--- src/rtl/pipe_ctrl_if.sv ---
// rtl/pipe_ctrl_if.sv - hazard controller bus between pipeline and pipe_ctrl
interface pipe_ctrl_if #(
    parameter int ADDR_W     = 32,
    parameter int NUM_STAGES = 5
);
    logic [NUM_STAGES-1:0] stallreq_i;
    logic                  branch_flag_i;
    logic [ADDR_W-1:0]     branch_addr_i;
    logic                  trap_req_i;
    logic [ADDR_W-1:0]     trap_addr_i;
    logic [NUM_STAGES-1:0] stall_o;
    logic [NUM_STAGES-1:0] flush_o;
    logic                  redirect_o;
    logic [ADDR_W-1:0]     redirect_addr_o;
    logic                  stall_timeout_o;

    modport master (
        output stallreq_i, branch_flag_i, branch_addr_i, trap_req_i, trap_addr_i,
        input  stall_o, flush_o, redirect_o, redirect_addr_o, stall_timeout_o
    );

    modport slave (
        input  stallreq_i, branch_flag_i, branch_addr_i, trap_req_i, trap_addr_i,
        output stall_o, flush_o, redirect_o, redirect_addr_o, stall_timeout_o
    );
endinterface

--- src/rtl/pipe_ctrl.sv ---
// rtl/pipe_ctrl.sv - pipeline stall merge, redirect flush sequencer and stall watchdog
module pipe_ctrl #(
    parameter int ADDR_W        = 32,
    parameter int NUM_STAGES    = 5,
    parameter int BR_STAGE      = 2,
    parameter int FLUSH_CYCLES  = 1,
    parameter int STALL_TIMEOUT = 255
) (
    input  logic       clk,
    input  logic       rst,
    pipe_ctrl_if.slave bus
);
    localparam int CNT_W = (FLUSH_CYCLES > 0) ? $clog2(FLUSH_CYCLES + 1) : 1;
    localparam int WD_W  = (STALL_TIMEOUT > 0) ? $clog2(STALL_TIMEOUT + 1) : 1;
    localparam logic [CNT_W-1:0] CNT_RELOAD = CNT_W'(FLUSH_CYCLES - 1);
    localparam logic [WD_W-1:0]  WD_MAX     = WD_W'(STALL_TIMEOUT);
    localparam logic [NUM_STAGES-1:0] BR_MASK =
        {{(NUM_STAGES-BR_STAGE){1'b0}}, {BR_STAGE{1'b1}}};

    typedef enum logic {RUN, FLUSH} state_t;

    state_t                state;
    logic [CNT_W-1:0]      cnt;
    logic [WD_W-1:0]       wd_cnt;
    logic [NUM_STAGES-1:0] mask;
    logic                  redirect;
    logic [ADDR_W-1:0]     redirect_addr;
    logic                  timeout;
    logic [NUM_STAGES-1:0] stall_m;
    logic [NUM_STAGES-1:0] flush_m;
    logic                  found;
    logic                  any_stall;

    assign any_stall = |bus.stallreq_i;

    // Every stage at or below the highest requester holds; the stage just past it gets the bubble.
    always_comb begin
        stall_m = '0;
        flush_m = '0;
        found   = 1'b0;
        for (int i = NUM_STAGES - 1; i >= 0; i--) begin
            if (bus.stallreq_i[i]) found = 1'b1;
            stall_m[i] = found;
        end
        for (int j = 1; j < NUM_STAGES; j++) begin
            flush_m[j] = stall_m[j-1] & ~stall_m[j];
        end
    end

    always_comb begin
        bus.stall_o = '0;
        bus.flush_o = '0;
        if (!rst) begin
            if (state == FLUSH) begin
                bus.flush_o = mask;
            end else begin
                bus.stall_o = stall_m;
                bus.flush_o = flush_m;
            end
        end
    end

    always_ff @(posedge clk) begin
        if (rst) begin
            state         <= RUN;
            cnt           <= '0;
            mask          <= '0;
            redirect      <= 1'b0;
            redirect_addr <= '0;
            wd_cnt        <= '0;
            timeout       <= 1'b0;
        end else begin
            redirect <= 1'b0;
            // A trap restarts the sequence even mid-flush; branches only start one from RUN.
            if (bus.trap_req_i || (state == RUN && bus.branch_flag_i)) begin
                state    <= FLUSH;
                cnt      <= CNT_RELOAD;
                redirect <= 1'b1;
                if (bus.trap_req_i) begin
                    mask          <= '1;
                    redirect_addr <= bus.trap_addr_i;
                end else begin
                    mask          <= BR_MASK;
                    redirect_addr <= bus.branch_addr_i;
                end
            end else if (state == FLUSH) begin
                if (cnt == '0) state <= RUN;
                else           cnt   <= cnt - CNT_W'(1);
            end

            if (STALL_TIMEOUT == 0) begin
                wd_cnt <= '0;
            end else if (state == RUN && any_stall) begin
                if (wd_cnt != WD_MAX) wd_cnt <= wd_cnt + WD_W'(1);
                if (wd_cnt == WD_MAX - WD_W'(1)) timeout <= 1'b1;
            end else begin
                wd_cnt <= '0;
            end
        end
    end

    assign bus.redirect_o      = redirect;
    assign bus.redirect_addr_o = redirect_addr;
    assign bus.stall_timeout_o = timeout;
endmodule

--- src/flat_wrapper.sv ---
// flat-port wrapper written by rule: the top's interface ports become plain ports
module pipe_ctrl_flat 
#(
    parameter int ADDR_W        = 32,
    parameter int NUM_STAGES    = 5,
    parameter int BR_STAGE      = 2,
    parameter int FLUSH_CYCLES  = 1,
    parameter int STALL_TIMEOUT = 255
)
  (clk, rst, bus_stallreq_i, bus_branch_flag_i, bus_branch_addr_i, bus_trap_req_i, bus_trap_addr_i, bus_stall_o, bus_flush_o, bus_redirect_o, bus_redirect_addr_o, bus_stall_timeout_o);
  pipe_ctrl_if #(.ADDR_W(ADDR_W), .NUM_STAGES(NUM_STAGES)) bus_i ();
  input  logic clk;
  input  logic rst;
  input wire logic [$bits(bus_i.stallreq_i)-1:0] bus_stallreq_i;
  input wire logic [$bits(bus_i.branch_flag_i)-1:0] bus_branch_flag_i;
  input wire logic [$bits(bus_i.branch_addr_i)-1:0] bus_branch_addr_i;
  input wire logic [$bits(bus_i.trap_req_i)-1:0] bus_trap_req_i;
  input wire logic [$bits(bus_i.trap_addr_i)-1:0] bus_trap_addr_i;
  output wire logic [$bits(bus_i.stall_o)-1:0] bus_stall_o;
  output wire logic [$bits(bus_i.flush_o)-1:0] bus_flush_o;
  output wire logic [$bits(bus_i.redirect_o)-1:0] bus_redirect_o;
  output wire logic [$bits(bus_i.redirect_addr_o)-1:0] bus_redirect_addr_o;
  output wire logic [$bits(bus_i.stall_timeout_o)-1:0] bus_stall_timeout_o;
  assign bus_i.stallreq_i = bus_stallreq_i;
  assign bus_i.branch_flag_i = bus_branch_flag_i;
  assign bus_i.branch_addr_i = bus_branch_addr_i;
  assign bus_i.trap_req_i = bus_trap_req_i;
  assign bus_i.trap_addr_i = bus_trap_addr_i;
  assign bus_stall_o = bus_i.stall_o;
  assign bus_flush_o = bus_i.flush_o;
  assign bus_redirect_o = bus_i.redirect_o;
  assign bus_redirect_addr_o = bus_i.redirect_addr_o;
  assign bus_stall_timeout_o = bus_i.stall_timeout_o;
  pipe_ctrl #(.ADDR_W(ADDR_W), .NUM_STAGES(NUM_STAGES), .BR_STAGE(BR_STAGE), .FLUSH_CYCLES(FLUSH_CYCLES), .STALL_TIMEOUT(STALL_TIMEOUT)) u_core (.clk(clk), .rst(rst), .bus(bus_i));
endmodule
--- config.mk ---
export PLATFORM = sky130hd
export DESIGN_NAME = pipe_ctrl_flat
export DESIGN_NICKNAME = d
export VERILOG_FILES = /design/src/rtl/pipe_ctrl_if.sv /design/src/rtl/pipe_ctrl.sv /design/src/flat_wrapper.sv
export SDC_FILE = /design/constraint.sdc
export NUM_CORES = 1
export LEC_CHECK = 0
export ABC_AREA = 1
export BUFFER_PORTS_ARGS = -buffer_cell sky130_fd_sc_hd__buf_2
export CAP_MARGIN = 20
export CORE_MARGIN = 5
export CORE_UTILIZATION = 45
export DETAILED_ROUTE_END_ITERATION = 7
export GPL_TIMING_DRIVEN = 0
export PLACE_DENSITY = 0.82
export SYNTH_ARGS = -nofsm -noshare
export SYNTH_HDL_FRONTEND = slang
export SYNTH_SLANG_ARGS = --single-unit
--- constraint.sdc ---
create_clock -name clk -period 1.6 [get_ports clk]
set_input_delay 0 -clock clk [delete_from_list [all_inputs] [get_ports clk]]
set_output_delay 0 -clock clk [all_outputs]
set_load 0.01 [all_outputs]
==> Word-level counts from Yosys, hierarchy flattened <==
Index checks and enable logic that the tools add are counted.
{ "op_classes": {"n_addsub": 2, "n_mux": 16, "eq_ne": 2, "bitwise_logic": 10, "reduce_logical": 7} }
{ "ops": {"columns": ["operator", "n"], "rows": [
  ["2-to-1 mux 32 bit", 1],
  ["2-to-1 mux 5 bit", 5],
  ["2-to-1 mux 1 bit", 10],
  ["adder 8 x 1 -> 8 bit (second input constant)", 1],
  ["== test 8 bit (second input constant)", 1],
  ["inequality test 8 bit (second input constant)", 1],
  ["NOT 1 bit", 6],
  ["OR reduction 5 bit", 1],
  ["AND 1 bit", 4],
  ["OR reduction 2 bit", 2],
  ["logical AND 1 bit", 2],
  ["AND reduction 2 bit", 1],
  ["logical OR 1 bit", 1],
  ["subtractor 1 bit (second input constant)", 1]
]} }
{ "word_totals": {"output_inout_bits": 44, "word_cells": 44, "regBits": 49, "in_bits": 73} }

==> Logic depth before layout (Yosys ltp) <==
Gate-level depths: netlist of the first run.
{ "logic_depth": {"ltp_word": 8, "depth_mapped": 7, "depth_no_buf": 7} }

==> Least setup slack after synthesis of the first run <==
No wires, ideal clock.
{ "synth_timing": {"kind": "reg2reg", "start": "register, netlist name u_core.bus.redirect_o", "end": "register u_core.redirect_addr[12] (netlist: u_core.bus.redirect_addr_o[12])", "period_less_slack_ns": 1.183, "setup_slack_ns": 0.417, "stages_incl_launch_ff": 7, "t_required_ns": 1.484, "n_path_buf": 2, "arrival_ns": 1.067, "setup_ns": 0.116, "path_cell_list": "dfxtp_1 -> inv_2 -> nand2_4 -> nand2_2 -> buf_6 -> buf_6 -> o211a_1"} }
{ "synth_rtl": {"columns": ["element", "line", "text"], "rows": [
  ["end signal: assignment", "pipe_ctrl.sv:81", "redirect_addr <= bus.trap_addr_i;"],
  ["end signal: assignment", "pipe_ctrl.sv:84", "redirect_addr <= bus.branch_addr_i;"],
  ["end: declaration", "pipe_ctrl.sv:27", "logic [ADDR_W-1:0] redirect_addr;"]
]} }

==> Final worst setup path of the first run <==
{ "layout_timing": {"start": "input rst", "end": "output bus_stall_o[0]"} }
{ "layout_between": {"elab_chain_cells": 1} }
{ "layout_rtl": {"columns": ["element", "line", "text"], "rows": [
  ["start: declaration", "flat_wrapper.sv:13", "input logic rst;"],
  ["2-to-1 mux 5 bit", "pipe_ctrl.sv:53", "if (!rst) begin"],
  ["end: declaration", "flat_wrapper.sv:19", "output wire logic [$bits(bus_i.stall_o)-1:0] bus_stall_o;"]
]} }
No other way between the ends.

==> results of run 1 <==
## placed cells by master (no fill, tap or decap), drive strengths merged
cell / synthesis / layout
buf: 15 / 129
nand2: 90 / 90
dfxtp: 44 / 44
nand3: 40 / 40
o211a: 32 / 32
nor2: 18 / 18
inv: 16 / 16
a21oi: 11 / 11
clkbuf: 3 / 8
o21ai: 2 / 2
nor3: 2 / 2
xor2: 2 / 2
ha: 2 / 2
dlygate4sd3: 0 / 2
o22ai: 1 / 1
nand3b: 1 / 1
xnor2: 1 / 1
clkinvlp: 0 / 1
clkinv: 0 / 1
bufinv: 0 / 1
## power breakdown
part / switching, uW / total (uW) / internal, uW / leakage (uW)
clock network: 373 / 835 / 462 / 0.0000541
logic: 283 / 543 / 260 / 0.00139
registers: 42.6 / 1220 / 1170 / 0.000364
total: 698 / 2590 / 1900 / 0.00181
## critical path: cells and delay by family
| kind | cells | cell delay [ps] |
|---|---|---|
| and+or+nand+nor | 2 | 420 |
| buffers and inverters | 4 | 980 |
## flip-flops by register name (all words and copies together) (netlist names)
signal	count
u_core.bus.redirect_o	1
u_core.wd_cnt	8
u_core.bus.stall_timeout_o	1
u_core.bus.redirect_addr_o	32
u_core.mask	2
## cells by family after synthesis
family | after synthesis | share of synthesized area [%]
DFF | 44 | 39.09
xor gates and xnor gates | 3 | 1.166
adders and majority gates | 2 | 1.110
AOI/OAI and AO/OA | 46 | 17.38
buffers and inverters | 34 | 8.607
and+or+nand+nor | 151 | 32.65
## stage by stage
step           power [uW]  worst slack (ps)  instance area [um2]  hold slack [ps]
2_1_floorplan        1556             417.1                 2253            108.7
4_1_cts              2637             200.3                 3039            32.61
6_report             2594             197.6                 3039            40.68
3_3_place_gp         1774             277.2                 2908            190.9
5_1_grt              2738             84.84                 3039            47.69
3_5_place_dp         1788             262.1                 2908            195.3
## routing by layer
layer	GRT usage [%]	vias up	part of all wire, %
met5	0	-	0
met4	5.068	0	1.2
met3	4.102	7	7.8
met2	32.53	89	48
met1	21.97	1039	43
li1	-	1180	-
## worst max-delay path by stage
stage	from	to	slack [ps]	depth (start not counted)
after global routing	rst	bus_stall_o[0]	80	6
after CTS	rst	bus_stall_o[0]	200	6
final	rst	bus_stall_o[0]	200	6
after detailed placement	u_core.wd_cnt[1]$_SDFFE_PP0P_	u_core.wd_cnt[1]$_SDFFE_PP0P_	260	6
after global placement	u_core.wd_cnt[1]$_SDFFE_PP0P_	u_core.wd_cnt[1]$_SDFFE_PP0P_	280	6
after floorplan	u_core.bus.redirect_o$_SDFF_PP0_	u_core.bus.redirect_addr_o[12]$_SDFFE_PP0P_	420	6
## layout make-up
class,instances,area [um2]
Buffer,18,131.4
Clock buffer,5,68.82
Clock inverter,3,42.54
Fill cell,448,1747
Inverter,16,62.56
Multi-Input combinational cell,202,1179
Sequential cell,44,880.8
Tap cell,67,83.83
Timing Repair Buffer,116,590.6
==> results by stage, run 1 <==
Outcome:
- The run finished with clean final reports.

Setup path:
- The maximum fanout along the worst path is 8.
- The largest incremental delay on the critical path is 550 ps.
- Measured in cells, the most critical reg-to-reg path has a length of 6.
- The class of the most critical setup path is in2out.
- The worst register-to-register path ends at u_core.wd_cnt[1]$_SDFFE_PP0P_.
- At the worst endpoint, the required time is 1600 ps.
- The worst register-to-register path begins at u_core.wd_cnt[1]$_SDFFE_PP0P_.
- For the worst setup path, the data arrival time is 1400 ps.
- The worst setup path is captured at an output pin.
- The critical path goes through dlygate4sd3_1 > buf_6 > nor2_1 > nand2_2 > inv_1 > buf_2.
- The critical-path cell with the highest stage delay is dlygate4sd3_1.
- STA classifies the critical path startpoint as a primary input.
- Setup slack on the worst reg-to-reg path comes out at 240 ps.

CTS:
- Clock tree synthesis selected as its root buffer the cell clkbuf_8.
- The maximum level of the CTS H-tree is 2.
- The maximum buffer depth of the clock tree is 2.
- The buffers inserted during post-CTS setup optimization is 0.
- The clock drives 44 sinks.
- The post-CTS resize count is 0.
- The CTS tree is built.
- The clock transition at the registers of the reported paths is 80 ps.
- The clock insertion delay at the later pin of the skew report is 290 ps.
- The number of buffers added by the clock tree synthesis step is 5.
- Hold repair after CTS inserted 2 buffers.

Global route:
- The via count of the first global-routing pass is 2203.
- The number of antenna violations at the first check in global routing is 0.
- The global-route wire length before repair is 9.487 mm.
- The aggregate global-route resource usage is 18.23%.
- Entering global routing, the biggest net connects 15 pins.
- Summed over all layers, the global routing overflow is 0.

Worst hold path:
- The min-delay analysis places its worst path in the category in2reg.
- The worst hold path terminates at u_core.bus.redirect_addr_o[17]$_SDFFE_PP0P_.
- The worst hold path was traced through 4 stages.
- The startpoint identified for the worst hold timing path is bus_trap_addr_i[17].

Synth:
- The biggest area contributor in the post-synthesis netlist is dfxtp_1.
- The count of cell types in the netlist is 24.
- For this run, asynchronously set or reset flops after synthesis account for 0%.
- The cell count after synthesis came out at 280.
- Summed over its instances, the top area cell type makes up 39.09% of the synthesized netlist area.
- The most instantiated library cell after synthesis is nand2_1.
- The count of warnings emitted by yosys is 0.
- Counting every net in the synthesized netlist gives 355.
- The most used flip-flop cell after synthesis is dfxtp_1.
- The average cell area after synthesis is 8.048 um2.
- The fraction of the yosys area taken by sequential cells is 39.09%.
- In this run, synthesis inferred 0 flip-flops with an integrated enable.
- Summing every instance area after synthesis gives 2253 um2.
- Sorting the synthesized cells by how often they occur yields 87 x nand2_1, 44 x dfxtp_1, 32 x o211a_1.
- By area the synthesized netlist is led by dfxtp_1 39%, nand2_1 14%, o211a_1 14%.
- The number of synthesized register bits is 44.

Floorplanning:
- The die footprint is 6523 um2.
- 117 I/O pins were placed.
- Measured along the x axis, the die boundary spans 80.77 um.
- The die boundary height is 80.77 um.
- The initial utilization of the core area, before any placement, comes to 47.08%.
- The core region is 4786 um2.
- The cell row count is 25.

Timing:
- The final max-slew violation count was 0.
- Setup repair after global routing left no endpoint under its margin.
- The setup-violating endpoint count in the final report is 0.
- The final critical path time including I/O delays and setup is 1402 ps.
- In the finished design, the share of the clock period the worst path needs comes to 87.65%.
- The slew at the pin closest to its max-slew limit is 473.8 ps.
- The largest clock skew in the final design is 5.249 ps.
- The fmax is 713.1 MHz.
- The hold violation total from the final report is 0.
- The headroom to the max-slew limit is 68.41%.
- The sum of negative setup slack is 0 ps.

Final layout:
- The share of the core filled with cells is 63.50%.
- Leaving out filler cells and counting taps, the final layout contains 471.
- 0 antenna diodes ended up in the layout.
- The share of cells above drive strength 1 is 39.85%.
- The synthesis-to-layout area growth is 34.87%.
- The final layout contains 478 nets.

Power:
- The power density over the cells is 853.5 nW/um2.
- VDD sags by at most 0.0004381 V.
- The leakage power total is 0.001809 uW.

Drt:
- The first routing iteration left 34 violations.
- After detailed routing, the total wire length is 5.873 mm.
- The vias per cell is 4.915.
- The average wire per standard cell is 12.47 um.
- The first-pass detailed-route iteration total is 4.
- The number of routed nets with antenna violations is 0.
- The residual DRC count is 0.
- The count of vias placed by the detailed router is 2315.

Place:
- Summed over all nets, the half-perimeter wirelength after detailed placement is 4.580 mm.
- At the end of routability-driven placement, the weighted congestion stood at 0.7683.
- The number of cells in the design after placement is 461.
- The count of buffers added on input and output ports is 114.

Run:
- Across the run, the number of max-cap violations was 0.
No activity file was read; power rests on OpenSTA's default activity.
==> run 2: changes to the inputs <==
--- a/config.mk
+++ b/config.mk
@@ -8,11 +8,12 @@
 export ABC_AREA = 1
 export BUFFER_PORTS_ARGS = -buffer_cell sky130_fd_sc_hd__buf_2
 export CAP_MARGIN = 20
-export CORE_MARGIN = 5
-export CORE_UTILIZATION = 45
+export CORE_MARGIN = 4
+export CORE_UTILIZATION = 47
+export CTS_BUF_LIST = sky130_fd_sc_hd__clkbuf_8
 export DETAILED_ROUTE_END_ITERATION = 7
 export GPL_TIMING_DRIVEN = 0
-export PLACE_DENSITY = 0.82
+export PLACE_DENSITY = 0.85
 export SYNTH_ARGS = -nofsm -noshare
 export SYNTH_HDL_FRONTEND = slang
 export SYNTH_SLANG_ARGS = --single-unit
==> run 2 against run 1 <==
Compared with the run above:
- design area is 1.7% lower
- via count is 0.82% lower
- global-route usage is 0.41 points higher
- wire length is 2.9% lower
- combinational power hardly changed
- count of clock-buffer cells in the layout stayed put
- register-to-register slack hardly changed
- critical path type unchanged
- critical endpoint unchanged
==> results by stage, run 2 (synthesis results as in run 1) <==
Timing:
- The final critical path time including I/O delays and setup is 1402 ps.
- The period utilization is 87.60%.
- The sum of negative setup slack is 0 ps.
- The worst pin sits at a relative slew slack of 69.21%.
- The largest clock skew in the final design is 3.895 ps.
- Setup repair after global routing left no endpoint under its margin.
- Static timing analysis puts the maximum clock frequency at 713.5 MHz.
- The hold violation total from the final report was 0.
- The final max-slew violation count is 0.
- Setup violations remaining at the end of the flow were counted as 0.
- Final hold analysis gives a worst-case slack of 47.04 ps.
- For the pin with the worst max-slew slack, the measured transition is 461.8 ps.

Floorplanning:
- The initial core utilization is 50.03%.
- From left edge to right edge, the die measures 77.24 um.
- After floorplanning, the core was divided into 24 placement rows.
- The die covers 5966 um2.
- The die boundary height is 77.24 um.
- 117 I/O pins were placed.
- The placeable core region is 4504 um2.

Setup path:
- The number of buffers and inverters on the critical path is 4.
- The endpoint identified for the worst register-to-register timing path is u_core.wd_cnt[1]$_SDFFE_PP0P_.
- STA puts the critical path data arrival time at 1400 ps.
- By startpoint and endpoint, the worst setup path is classified as in2out.
- At the worst endpoint, the required time is 1600 ps.
- Counting buffers and inverters, the worst setup path is 6 cells deep.
- STA classifies the critical path endpoint as an output pin.
- The cell family contributing the most delay on the critical path is buffers and inverters.
- The sort of element at the start of the critical path is a primary input.
- The depth of the worst register-to-register path is 6.
- The signal on the critical path passes through dlygate4sd3_1 > buf_6 > nor2_1 > nand2_2 > inv_1 > buf_2.
- The worst reg2reg path startpoint is u_core.wd_cnt[1]$_SDFFE_PP0P_.
- The maximum fanout along the worst path is 8.
- The largest single stage delay on the critical path is 550 ps.
- The critical-path cell with the highest stage delay is dlygate4sd3_1.
- The setup slack of the worst register-to-register path is 240 ps.

Drt:
- In this run the remaining antenna-violating nets after routing total 0.
- Across all layers, the routed design uses 2296 vias.
- The final layout contains routed wiring with a total length of 5.701 mm.
- In the routed layout, each cell is associated on average with a via count of 5.057.
- The first detailed-routing pass took 4 iterations.
- The detailed router's first-iteration violation count is 77.
- The average wire per standard cell is 12.56 um.
- In the routed design, unresolved DRC markers number 0.

Global route:
- Entering global routing, the biggest net connects 12 pins.
- The via count of the first global-routing pass is 1991.
- The global-route wire length before repair is 9.170 mm.
- The number of antenna violations at the first check in global routing is 0.
- The aggregate global-route resource usage is 18.65%.
- The total overflow left after global routing is 0.

Final layout:
- The final non-filler cell area is 2988 um2.
- In the final layout, the share of cells above drive strength 1 is 39.30%.
- The register with the most flip-flops in the layout has 32 of them.
- The number of antenna diodes in the final layout is 0.
- The synthesis-to-layout area growth is 32.59%.
- The library cell used most frequently in the layout, excluding fill and tap cells, is buf_2.
- The share of the core filled with cells is 66.33%.
- The filler-free cell count of the finished design is 454.
- The final layout net count is 479.
- In the layout the commonest cells are 120 x buf_2, 87 x nand2_1, 44 x dfxtp_1.

Place:
- The half-perimeter wire length after detailed placement is 4.356 mm.
- The count of buffers added on input and output ports is 114.
- The final RePlAce weighted congestion is 0.7723.
- Once placement finished, the instance area stood at 2889 um2.
- The number of cells in the design after placement is 446.

Power:
- The worst vdd rail ir drop is 0.0005901 V.
- The clock group share of total power is 25.7%.
- The sequential power share is 51.3%.
- The net switching component of the power is 652.3 uW.
- The fraction of power spent switching nets is 27.52%.
- Internal power comes to 1718 uW.
- The power density over the cells is 793.2 nW/um2.
- Combinational logic is responsible for 23.0% of the overall power.
- The leakage power total is 0.001796 uW.

CTS:
- The tree built by TritonCTS fans out to 44 sinks.
- The clock transition at the registers of the reported paths is 70 ps.
- The CTS tree is built.
- The number of buffers added by the clock tree synthesis step is 5.
- The maximum level of the CTS H-tree is 2.
- CTS placed an instance of clkbuf_8 at the clock tree root.
- After clock tree synthesis, the setup repair step added 0 buffers.
- Post-CTS repair changed the size of 0 cells.
- The clock insertion delay at the later pin of the skew report is 280 ps.
- The clock passes through at most 2 buffers.

Run:
- The number of max-cap violations is 0.

Worst hold path:
- The worst hold path was traced through 4 stages.
- In this run the most critical hold path is launched from bus_branch_addr_i[6].
- The path class of the lowest-slack min-delay path is in2reg.
- The destination of the worst hold path is u_core.bus.redirect_addr_o[6]$_SDFFE_PP0P_.

Outcome:
- The run finished with clean final reports.
[run 2: metrics by stage]
| stage | total power (uW) | setup WS, ps |
|---|---|---|
| floorplan | 1556 | 417.1 |
| global placement | 1770 | 280.1 |
| detailed placement | 1784 | 268.1 |
| CTS | 2398 | 198.2 |
| global route | 2511 | 42.19 |
| finish | 2370 | 198.4 |
[run 2: what timing repair did]
| item | CTS | global route |
|---|---|---|
| hold buffers | 3 | 0 |
| endpoints found under the setup margin | 0 | 0 |
| hold endpoints to repair | 4 | 0 |
[run 2: area by class of cell]
cell class                 instances  area (um2)
timing repair buffer             117       600.6
sequential                        44       880.8
clock buffer                       5       68.82
tap                               52       65.06
multi-input combinational        202        1179
fill                             396        1516
inverter                          16       62.56
buffer                            18       131.4
[run 2: per-layer routing]
layer	vias to the layer above	GRT usage, %	wire [um]
li1	1180	-	-
met1	1023	22.58	2373
met2	89	31.87	2804
met3	4	5.855	476
met4	0	4.804	47
met5	-	0	0
[run 2: worst register-to-register path, cell delays in order, from the launching register on]
cell and delay [ps]:
dfxtp_1 400, ha_1 210, nand3_1 140, inv_1 130
nand2_1 180, nor2_1 140, nor2_1 50
[run 2: worst max-delay path by stage]
stage	from	end	slack, ps
detailed placement	u_core.wd_cnt[1]$_SDFFE_PP0P_	u_core.wd_cnt[1]$_SDFFE_PP0P_	270
finish	rst	bus_stall_o[0]	200
global route	u_core.bus.redirect_o$_SDFF_PP0_	bus_flush_o[2]	40
CTS	rst	bus_stall_o[0]	200
global placement	u_core.wd_cnt[1]$_SDFFE_PP0P_	u_core.wd_cnt[1]$_SDFFE_PP0P_	280
floorplan	u_core.bus.redirect_o$_SDFF_PP0_	u_core.bus.redirect_addr_o[12]$_SDFFE_PP0P_	420
[run 2: power groups by stage]
stage | logic, uW | clock network [uW] | registers [uW]
2_1_floorplan | 284 | 0 | 1270
3_3_place_gp | 533 | 0 | 1240
3_5_place_dp | 544 | 0 | 1240
4_1_cts | 553 | 630 | 1220
5_1_grt | 605 | 680 | 1230
6_report | 545 | 610 | 1220
==> run 3: changes to the inputs <==
--- a/config.mk
+++ b/config.mk
@@ -9,11 +9,11 @@
 export BUFFER_PORTS_ARGS = -buffer_cell sky130_fd_sc_hd__buf_2
 export CAP_MARGIN = 20
 export CORE_MARGIN = 4
-export CORE_UTILIZATION = 47
+export CORE_UTILIZATION = 42
 export CTS_BUF_LIST = sky130_fd_sc_hd__clkbuf_8
 export DETAILED_ROUTE_END_ITERATION = 7
 export GPL_TIMING_DRIVEN = 0
-export PLACE_DENSITY = 0.85
+export PLACE_DENSITY = 0.8
 export SYNTH_ARGS = -nofsm -noshare
 export SYNTH_HDL_FRONTEND = slang
 export SYNTH_SLANG_ARGS = --single-unit
==> constraint.sdc (replaced) <==
create_clock -name clk -period 1.2 [get_ports clk]
set_input_delay 0 -clock clk [delete_from_list [all_inputs] [get_ports clk]]
set_output_delay 0 -clock clk [all_outputs]
set_load 0.01 [all_outputs]
==> run 3 against run 2 <==
Compared with the run above:
- the run now ends with setup timing left
- register-to-register slack got worse by 240 ps
- global-route usage down 0.89 points
- wire length up 4.1%
- critical path depth unchanged
- largest power group unchanged
- critical path type is now reg2reg
- combinational power up 41%
==> results by stage, run 3 (synthesis results as in run 1) <==
Power:
- For this design the ratio of total power to cell area is 1050 nW/um2.
- After layout, the design draws a total of 3330 uW.
- The leakage power total is 0.001863 uW.
- The worst vdd rail ir drop is 0.0007642 V.

CTS:
- The clock insertion delay at the later pin of the skew report is 290 ps.
- TritonCTS built the clock tree.
- The cell sitting at the root of the clock tree is a clkbuf_8.
- The clock tree synthesis step divided the H-tree into 2 levels.
- The clock sink total is 44.
- In this run the deepest clock path goes through 2 buffers.
- The number of buffers added by the clock tree synthesis step is 5.
- After clock tree synthesis, the clock-pin slew on the worst setup and hold paths is 80 ps.

Final layout:
- Fill cells in the final layout number 496.
- The combined area of the multi-input logic cells is 1237 um2.
- The register with the most flip-flops in the layout has 32 of them.
- From synthesis to final layout, the design area changed by 40.70%.
- 0 antenna diodes ended up in the layout.
- The share of cells above drive strength 1 is 42.86%.
- The most common library cell in the layout ignoring fill and taps is buf_2.
- In the layout the commonest cells are 119 x buf_2, 86 x nand2_1, 40 x dfxtp_1.
- The final layout net count is 480.
- In the final layout, flip-flops and latches occupy 893.4 um2.

Drt:
- The detailed router placed 2319 vias in this run.
- In the routed design, unresolved DRC markers number 0.
- Once detail routing completed, the nets flagged for antenna violations numbered 0.
- Wires add up to 5.934 mm.
- The first-pass detailed-route iteration total is 4.
- Dividing the detail-routed wire length by the instance count gives 12.47 um.
- The detailed router finished its first iteration with 49 violations.
- The vias per cell is 4.872.

Global route:
- The global-route wire length before repair is 9.197 mm.
- The maximum number of pins on one net before global-route repair is 13.
- The number of antenna violations at the first check in global routing came to 0.
- The aggregate global-route resource usage is 17.76%.
- The via count of the first global-routing pass is 2099.
- The global route total overflow is 0.

Outcome:
- The run finished, with violations left.
- The checks that failed: setup timing.

Worst hold path:
- The path class of the lowest-slack min-delay path is in2reg.

Timing:
- The worst pin sits at a relative slew slack of 68.35%.
- The routed design could run at a clock period as short as 1201 ps.
- The final max-slew violation count is 0.
- Setup repair after global routing could not meet its margin everywhere.
- The hold violation total from the final report is 0.
- For the pin with the worst max-slew slack, the measured transition is 474.7 ps.
- After layout, the worst setup slack is -0.7847 ps.
- The largest clock skew in the final design is 6.752 ps.
- Static timing analysis puts the maximum clock frequency at 832.8 MHz.
- The setup-violating endpoint count in the final report is 1.
- The final critical path takes up 100.1% of the cycle.

Setup path:
- The type of destination of the critical path is a flip-flop.
- Along the worst path, the maximum fanout reaches 10.
- The arrival time of data at the critical path endpoint is 1380 ps.
- STA classifies the critical path startpoint as a flip-flop.
- The class of the most critical setup path is reg2reg.
- For the worst setup path, the data required time is 1380 ps.

Floorplanning:
- The initial core utilization is 43.84%.
- The die is 81.25 um tall.
- The placeable core region is 5140 um2.
- The horizontal die dimension is 81.25 um.
- 117 I/O pins were placed.
- The cell row count is 26.
- The floorplan step defined a die boundary enclosing 6601 um2.

Place:
- At the end of routability-driven placement, the weighted congestion stood at 0.7623.
- The number of I/O port buffers is 114.
- Before CTS, the worst setup slack after placement is -165.9 ps.
- After legalization and detailed placement, the total HPWL measured 4.482 mm.

Run:
- The tool flagged a number of max-cap violations equal to 0.
-- run 3: changes by cell type in the layout (fill, tap and decap cells not counted), sizes merged --
cell,delta
dlygate4sd3,-1
inv,+2
clkbuf,+3
-- run 3: cell type report --
type | count | area share [%]
Multi-Input combinational cell | 202 | 39.03
Sequential cell | 44 | 28.18
Timing Repair Buffer | 118 | 19.65
Buffer | 18 | 5.406
Tap cell | 70 | 2.762
Clock buffer | 6 | 2.605
Inverter | 16 | 2.131
Clock inverter | 2 | 0.2368
-- run 3: what timing repair did --
| item | 4_1_cts | 5_1_grt |
|---|---|---|
| pin swaps | 0 | 2 |
| endpoints found under the setup margin | 44 | 46 |
| hold buffers | 2 | 0 |
| cloned | 0 | 1 |
| buffers inserted | 0 | 1 |
| hold endpoints to repair | 4 | 0 |
| resized for setup | 12 | 23 |
-- run 3: per-stage QoR --
| stage | instances | area [um2] | TNS (ps) | hold WS, ps | utilization, % |
|---|---|---|---|---|---|
| 3_3_place_gp | 464 | 2912 | -1603 | 191.6 | 56.65 |
| 6_report | 476 | 3171 | -0.7847 | 44.39 | 61.68 |
| 4_1_cts | 474 | 3050 | -193.5 | 36.00 | 59.35 |
| 5_1_grt | 476 | 3171 | -935.3 | 42.97 | 61.68 |
| 3_5_place_dp | 464 | 2912 | -1676 | 192.6 | 56.65 |
| 2_1_floorplan | 280 | 2253 | 0 | 108.7 | - |
-- run 3: metal layers --
metal	vias to the layer above	global-route usage (%)	share of wire, %
met5	-	0	0
met4	0	5.574	1.1
met3	7	4.989	7.6
met2	84	30.95	48
met1	1040	21.02	43
li1	1188	-	-
-- run 3: critical path: stages (launching register included) --
cell and delay [ps]:
dfxtp_4 410, inv_6 50, nand2_4 80, nand2_4 60
buf_12 140, buf_8 130, o211a_1 210
-- run 3: power breakdown --
part | total [uW] | leakage [uW] | internal [uW] | switching [uW]
combinational | 771 | 0.00144 | 385 | 386
clock | 932 | 0.0000538 | 453 | 479
sequential | 1630 | 0.000367 | 1560 | 63.5
total | 3330 | 0.00186 | 2400 | 928
-- run 3: final timing paths --
path	start	cells after the start	slack, ps	endpoint
worst min-delay path	bus_trap_addr_i[0]	4	40	u_core.bus.redirect_addr_o[0]$_SDFFE_PP0P_
worst max-delay path	u_core.bus.redirect_o$_SDFF_PP0_	6	-0.8	u_core.bus.redirect_addr_o[8]$_SDFFE_PP0P_
worst min register to register	u_core.mask[3]$_SDFFE_PP0P_	2	480	u_core.mask[3]$_SDFFE_PP0P_
worst max register to register	u_core.bus.redirect_o$_SDFF_PP0_	6	-0.8	u_core.bus.redirect_addr_o[8]$_SDFFE_PP0P_
